File: src/rtl/load_store_unit.sv
// load_store_unit: single-outstanding load/store controller between the memory stage and data_memory
module load_store_unit #(
  parameter int DMEM_DATA_WIDTH = 32,
  parameter int DMEM_ADDR_WIDTH = 12
) (
  input  logic                       clk,
  input  logic                       rst,
  input  logic                       req_valid,
  output logic                       req_ready,
  input  logic                       req_store,
  input  logic [2:0]                 req_funct3,
  input  logic [DMEM_ADDR_WIDTH-1:0] req_addr,
  input  logic [DMEM_DATA_WIDTH-1:0] req_wdata,
  input  logic [4:0]                 req_rd,
  output logic                       resp_valid,
  input  logic                       resp_ready,
  output logic [DMEM_DATA_WIDTH-1:0] resp_data,
  output logic [4:0]                 resp_rd,
  output logic                       resp_misaligned,
  output logic                       resp_illegal,
  output logic                       dmem_wr_en,
  output logic [1:0]                 dmem_rw_mode,
  output logic [DMEM_ADDR_WIDTH-1:0] dmem_addr,
  output logic [DMEM_DATA_WIDTH-1:0] dmem_w_data,
  input  logic [DMEM_DATA_WIDTH-1:0] dmem_r_data
);
  localparam int W = DMEM_DATA_WIDTH;
  typedef enum logic [1:0] {IDLE, ACCESS, CAPTURE, RESP} state_t;
  state_t state, state_n;
  logic store_q;
  logic [2:0] f3_q;
  logic [DMEM_ADDR_WIDTH-1:0] addr_q;
  logic [W-1:0] wdata_q, r_byte, r_half, load_ext, w_byte, w_half;
  logic accept, illegal, misaligned, mem_act;
  assign req_ready = state == IDLE;
  assign resp_valid = state == RESP;
  assign accept = req_valid & req_ready;
  assign illegal = req_store ? req_funct3 > 3'd2 : (req_funct3 == 3'd3 || req_funct3 > 3'd5);
  assign misaligned = (req_funct3[1:0] == 2'b01 && req_addr[0]) || (req_funct3[1:0] == 2'b10 && req_addr[1:0] != 2'b00);
  assign mem_act = state == ACCESS || state == CAPTURE;
  assign dmem_addr = mem_act ? addr_q : '0;
  assign dmem_rw_mode = mem_act ? (f3_q[1] ? 2'b00 : f3_q[0] ? 2'b01 : 2'b10) : 2'b00;
  assign dmem_wr_en = state == ACCESS && store_q;
  assign w_byte = W'(wdata_q[7:0]);
  assign w_half = W'(wdata_q[15:0]);
  assign dmem_w_data = !dmem_wr_en ? '0 : f3_q[1] ? wdata_q : f3_q[0] ? w_half : w_byte;
  assign r_byte = f3_q[2] ? W'(dmem_r_data[7:0]) : W'($signed(dmem_r_data[7:0]));
  assign r_half = f3_q[2] ? W'(dmem_r_data[15:0]) : W'($signed(dmem_r_data[15:0]));
  assign load_ext = f3_q[1] ? dmem_r_data : f3_q[0] ? r_half : r_byte;
  // state register
  always_ff @(posedge clk or posedge rst)
    if (rst) state <= IDLE;
    else state <= state_n;
  // next state: faults skip the memory, stores skip capture
  always_comb begin
    state_n = state;
    case (state)
      IDLE:    state_n = accept ? ((illegal || misaligned) ? RESP : ACCESS) : IDLE;
      ACCESS:  state_n = store_q ? RESP : CAPTURE;
      CAPTURE: state_n = RESP;
      RESP:    state_n = resp_ready ? IDLE : RESP;
      default: state_n = IDLE;
    endcase
  end
  // request capture at accept, load data capture after the memory read
  always_ff @(posedge clk or posedge rst)
    if (rst) begin
      store_q         <= 1'b0;
      f3_q            <= '0;
      addr_q          <= '0;
      wdata_q         <= '0;
      resp_data       <= '0;
      resp_rd         <= '0;
      resp_illegal    <= 1'b0;
      resp_misaligned <= 1'b0;
    end else if (accept) begin
      store_q         <= req_store;
      f3_q            <= req_funct3;
      addr_q          <= req_addr;
      wdata_q         <= req_wdata;
      resp_data       <= '0;
      resp_rd         <= req_rd;
      resp_illegal    <= illegal;
      resp_misaligned <= !illegal && misaligned;
    end else if (state == CAPTURE) resp_data <= load_ext;
endmodule

File: config.mk
export PLATFORM = sky130hd
export DESIGN_NAME = load_store_unit
export DESIGN_NICKNAME = d
export VERILOG_FILES = /design/src/rtl/load_store_unit.sv
export SDC_FILE = /design/constraint.sdc
export NUM_CORES = 1
export LEC_CHECK = 0
export ABC_AREA = 1
export CORE_MARGIN = 2
export CORE_UTILIZATION = 46
export DETAILED_ROUTE_END_ITERATION = 10
export GPL_TIMING_DRIVEN = 1
export PLACE_DENSITY = 0.86
export SLEW_MARGIN = 20
export SYNTH_ARGS = -nofsm -noshare
export SYNTH_HDL_FRONTEND = slang
export SYNTH_SLANG_ARGS = --single-unit
File: constraint.sdc
create_clock -name clk -period 7.7 [get_ports clk]
set_input_delay 0.77 -clock clk [delete_from_list [all_inputs] [get_ports clk]]
set_output_delay 0.77 -clock clk [all_outputs]
set_load 0.01 [all_outputs]
==> summary.txt, run 1 <==
Clocking
  • Max Root-Sink Buffers: 2
  • Post-CTS resize count: 0
  • Root Buffer: clkbuf_8
  • Clock tree from TritonCTS: yes
  • Clock slew at reported path FFs: 80 ps
  • # H-tree levels: 3
  • CTS Sinks: 89
  • Clock Latency Late Sink: 350 ps
  • Setup Buffers After CTS: 0
  • Cts-stage hold buffer count: 0
  • CTS Buf Count: 9

Placement
  • HPWL after DPL: 7895 um
  • Routability cong.: 0.7866
  • Dpl ws: 4111 ps
  • Placed inst area: 0.005818 mm2
  • Placed cells: 780
  • Port bufs: 176

Synthesis
  • Synth Flop Type: dfrtp_1
  • Register area share after synthesis: 0.5490
  • Area contributors post-synth: dfrtp_1 55%, nand2_1 20%, nor2_1 6.1%
  • Syn Area/Cell: 7.801 um2
  • Post-synth top area share: 0.5490
  • Commonest cells post-synth: 214 x nand2_1, 89 x dfrtp_1, 66 x nor2_1
  • Syn_nets: 613
  • Synth warnings: 0
  • Top cell type by total area after synthesis: dfrtp_1
  • EDFF count, synth: 0
  • Synthesized area: 0.004056 mm2
  • Synth unique cells: 22
  • Yosys reg bits: 89
  • Cell with the most instances after synthesis: nand2_1
  • Mapped Cells: 520
  • Async set-reset flop share out of synthesis: 1.000

GRT
  • Pin count of the biggest net entering global routing: 90
  • GR Overflow Total: 0
  • Antenna violations before repair: 0
  • Gr usage total: 0.2369
  • Via count of the first global-routing pass: 3925
  • Global-route wire length before repair: 18500 um

Floorplanning
  • Width of the die: 97.91 um
  • Chip height: 97.91 um
  • Core Area: 0.008636 mm2
  • Die ar.: 0.009585 mm2
  • Starting Density: 0.4697
  • Ports: 177
  • Row cnt: 34

Setup path
  • Worst Path Arrival: 2750 ps
  • Required time of the critical path: 6930 ps
  • CP cell instances: inv_1 -> ha_1 -> nand2_1 -> inv_1 -> nand2_1 -> nor2_1 -> clkdlybuf4s50_1
  • CP startpoint kind: flop
  • Slowest-stage cell, CP: nand2_1
  • Max incr delay on CP: 600 ps
  • CP Max Fanout: 30
  • Kind of end point of the critical path: primary output
  • WS Path Type: reg2out

Timing
  • Fmax: 283.8 MHz
  • RSZ-0062 raised after global routing: false
  • Setup TNS Final: 0 ps
  • Worst Tran Pin Value: 1064 ps
  • Max-slew headroom: 0.2891
  • Count of final setup violators: 0
  • Final hold vios: 0
  • Final period util: 0.4576
  • Final worst slack: 4176 ps
  • Fin. max-slew vios: 0
  • Clk_skew: 11.60 ps
  • Fin crit period: 3524 ps
  • Worst hold slack: 487.5 ps

Outcome
  • Status: completed

Pwr
  • Pwr/cell area: 356.2 mW/mm2
  • Maximum VDD drop: 0.0001918 V
  • Reported leakage power: 2.968 nW
  • Final Power: 2.152 mW

Detailed routing
  • # DRC: 0
  • Vias per cell: 4.814
  • Final wirelength: 11180 um
  • WL per Instance: 14.05 um
  • Initial DRT Pass Iterations: 6
  • Via count: 3832
  • Number of DRC markers in iteration 0: 169
  • ANT nets after route: 0

Final layout
  • Final cell count without fillers: 796
  • Fin area: 0.006043 mm2
  • # diodes: 0
  • Final net count: 776
  • Layout cell share with drive strength beyond 1: 0.04070
  • Area growth from synthesis to layout: 48.98%
  • Layout Utilization: 0.6998

Flow run
  • Max Cap Viol: 0

Worst hold path
  • Worst Hold Class: reg2reg
==> area by class of cell <==
cell class / count / area, um2
clock buffer: 12 / 165.2
tap: 108 / 135.1
timing repair buffer: 178 / 1780
sequential: 89 / 2227
fill: 689 / 2592
multi-input combinational: 356 / 1499
clock inverter: 4 / 50.05
inverter: 49 / 186.4
==> worst paths after layout <==
check	startpoint	end	slack, ps	cells after the start
worst max register to register	state[0]	resp_data[13]	4480	8
worst min-delay path	addr_q[5]	addr_q[5]	490	2
min in group asynchronous	rst	resp_data[3]	950	3
worst min register to register	addr_q[5]	addr_q[5]	490	2
worst max-delay path	state[1]	dmem_w_data[18]	4180	7
max in group asynchronous	rst	store_q	6190	3
==> flip-flops by register name (all words and copies together) (netlist names) <==
register and flops:
f3_q 3, wdata_q 32, resp_illegal 1, state 2, resp_data 32, resp_rd 5
addr_q 12, resp_misaligned 1, store_q 1
==> layout by cell type (no fill, tap or decap), drive strengths merged <==
cell type,count
clkinvlp,2
nand3,21
clkbuf,12
nand3b,1
clkdlybuf4s50,176
nand2,216
nor2,68
buf,2
o21bai,1
nor3,9
inv,47
dfrtp,89
ha,4
bufinv,1
o21ai,35
clkinv,3
nand4,1
==> critical path: cells and delay by family, from the launching register on <==
kind	cells	cell delay [ps]
and+or+nand+nor	3	940
buffers and inverters	3	910
DFF	1	420
adders and majority gates	1	150
==> report_power, final <==
part | switching, mW | internal [mW]
Sequential | 0.123 | 0.673
Combinational | 0.565 | 0.451
Clock | 0.164 | 0.176
Total | 0.851 | 1.30
==> metal layers <==
| metal | part of all wire | track usage | up-vias |
|---|---|---|---|
| met3 | 0.073 | 0.05941 | 16 |
| met5 | 0 | 0 | - |
| met4 | 0.016 | 0.07799 | 0 |
| met1 | 0.41 | 0.2945 | 1788 |
| met2 | 0.50 | 0.4057 | 138 |
| li1 | - | - | 1890 |
==> logic make-up after synthesis <==
kind of cell / count (synthesis) / share of synthesized area
compound gates: 36 / 0.04781
fa+ha+maj: 4 / 0.01234
simple gates: 316 / 0.3081
flops: 89 / 0.5490
buf+inv: 75 / 0.08266
(Power assumes the default switching activity.)
==> run 2: changes to the inputs <==
--- a/config.mk
+++ b/config.mk
@@ -7,10 +7,10 @@
 export LEC_CHECK = 0
 export ABC_AREA = 1
 export CORE_MARGIN = 2
-export CORE_UTILIZATION = 46
+export CORE_UTILIZATION = 38
 export DETAILED_ROUTE_END_ITERATION = 10
 export GPL_TIMING_DRIVEN = 1
-export PLACE_DENSITY = 0.86
+export PLACE_DENSITY = 0.76
 export SLEW_MARGIN = 20
 export SYNTH_ARGS = -nofsm -noshare
 export SYNTH_HDL_FRONTEND = slang
==> constraint.sdc (replaced) <==
create_clock -name clk -period 3.21 [get_ports clk]
set_input_delay 0.321 -clock clk [delete_from_list [all_inputs] [get_ports clk]]
set_output_delay 0.321 -clock clk [all_outputs]
set_load 0.01 [all_outputs]
==> run 2 against run 1 <==
Net effect:
- hold slack got worse by 220 ps
- critical path depth did not move
- first-iteration DRC count fell by 14%
- worst setup slack got worse by 3700 ps
- clock power rose by 130%
- clock skew rose by 1.7 ps
- die area rose by 20%
- sequential power rose by 140%
- non-clock buffer count rose by 5
- total power rose by 140%
- final area rose by 0.77%
==> summary.txt, run 2 (same netlist as run 1, synthesis figures left out) <==
Clocking
  • Cts-stage hold buffer count: 0
  • Max Root-Sink Buffers: 2
  • Root Buffer: clkbuf_8
  • Clock Latency Late Sink: 350 ps
  • Clock tree from TritonCTS: yes
  • CTS Buf Count: 9
  • CTS Sinks: 89
  • Post-CTS resize count: 0
  • Clock slew at reported path FFs: 90 ps
  • # H-tree levels: 3
  • Setup Buffers After CTS: 0

Setup path
  • WS Path Type: reg2out
  • Reg2reg setup slack: 1060 ps
  • Kind of end point of the critical path: primary output
  • CP cell instances: inv_1 -> ha_1 -> nand2_1 -> inv_1 -> nand2_1 -> nor2_1 -> clkdlybuf4s50_1
  • Required time of the critical path: 2890 ps
  • R2r endpoint: wdata_q[13]
  • CP Max Fanout: 18
  • Worst r2r src: state[0]
  • Slowest-stage cell, CP: clkdlybuf4s50_1
  • R2r worst-path depth: 7
  • CP startpoint kind: flop
  • Max incr delay on CP: 550 ps
  • Worst Path Arrival: 2400 ps

Pwr
  • Pwr/cell area: 839.5 mW/mm2
  • Maximum VDD drop: 0.0004748 V
  • Reported leakage power: 2.989 nW

Detailed routing
  • WL per Instance: 12.98 um
  • Via count: 3758
  • Final wirelength: 10760 um
  • # DRC: 0
  • Vias per cell: 4.533
  • Number of DRC markers in iteration 0: 145
  • ANT nets after route: 0
  • Initial DRT Pass Iterations: 4

Timing
  • Count of final setup violators: 0
  • Fmax: 367.6 MHz
  • Setup TNS Final: 0 ps
  • Worst Tran Pin Value: 681.5 ps
  • Fin crit period: 2720 ps
  • Final period util: 0.8474
  • Fin. max-slew vios: 0
  • Final hold vios: 0
  • Clk_skew: 13.32 ps
  • Max-slew headroom: 0.5457
  • RSZ-0062 raised after global routing: false

GRT
  • Global-route wire length before repair: 17600 um
  • Antenna violations before repair: 0
  • Pin count of the biggest net entering global routing: 65
  • Gr usage total: 0.1914
  • GR Overflow Total: 0
  • Via count of the first global-routing pass: 3737

Final layout
  • Final net count: 781
  • Layout Utilization: 0.5899
  • # diodes: 0
  • Most common cell after layout, fill and taps aside: nand2_1
  • Top flop regs: resp_data x32, wdata_q x32, addr_q x12
  • Fill cells: 948
  • Area growth from synthesis to layout: 50.12%
  • Most frequent cells in the layout: 214 x nand2_1, 176 x clkdlybuf4s50_1, 89 x dfrtp_1, 66 x nor2_1, 45 x inv_1
  • Layout cell share with drive strength beyond 1: 0.04762

Placement
  • HPWL after DPL: 8080 um
  • Routability cong.: 0.7719
  • Port bufs: 176

Floorplanning
  • Die ar.: 0.01152 mm2
  • Row cnt: 37
  • Starting Density: 0.3929
  • Width of the die: 107.3 um
  • Ports: 177
  • Chip height: 107.3 um
  • Core Area: 0.01032 mm2

Worst hold path
  • Worst Hold Class: in2async

Outcome
  • Status: completed

Flow run
  • Max Cap Viol: 0
run 2: critical path, delay by kind of cell, from the launching register on:
kind                     cells  cell delay, ps
adder cells (fa/ha/maj)      1             170
AND/OR/NAND/NOR              3             670
flip-flops                   1             410
buffers and inverters        3             800
run 2: per-stage QoR:
stage / area, um2 / setup WS, ps / power, mW / hold slack, ps / instances
after floorplan: 4056 / 582.1 / 3.299 / 430.6 / 520
after global placement: 5891 / 947.6 / 4.308 / 454.3 / 813
after global routing: 6090 / 285.4 / 5.535 / 308.1 / 829
final: 6090 / 489.9 / 5.112 / 272.0 / 829
after CTS: 6090 / 444.1 / 5.183 / 274.0 / 829
after detailed placement: 5891 / 838.3 / 4.389 / 465.5 / 813
run 2: area by class of cell:
type                       count  area, um2  area share
multi-input combinational    356       1494      0.2453
timing repair buffer         183       1814      0.2979
tap                          136      170.2     0.02794
clock buffer                   9      123.9     0.02034
clock inverter                 7      75.07     0.01233
sequential                    89       2227      0.3657
inverter                      49      185.2     0.03041
run 2: worst max path at each step:
stage	depth (start not counted)	slack (ps)	end	start
after global placement	7	950	dmem_w_data[18]	state[1]
after CTS	7	440	dmem_w_data[17]	state[1]
after detailed placement	7	840	dmem_w_data[17]	state[1]
after global routing	7	290	dmem_w_data[17]	state[1]
after floorplan	1	580	addr_q[0]	rst
final	7	490	dmem_w_data[17]	state[1]
run 2: metal layers:
metal	vias to the layer above	global-route usage	routed length, um
met1	1733	0.2403	4572
met5	-	0	0
met2	105	0.3300	5371
met3	13	0.03874	650
met4	0	0.06308	169
li1	1907	-	-
run 2: report_power, final:
group / switching (mW) / internal, mW
registers: 0.274 / 1.61
clock network: 0.409 / 0.367
logic: 1.35 / 1.10
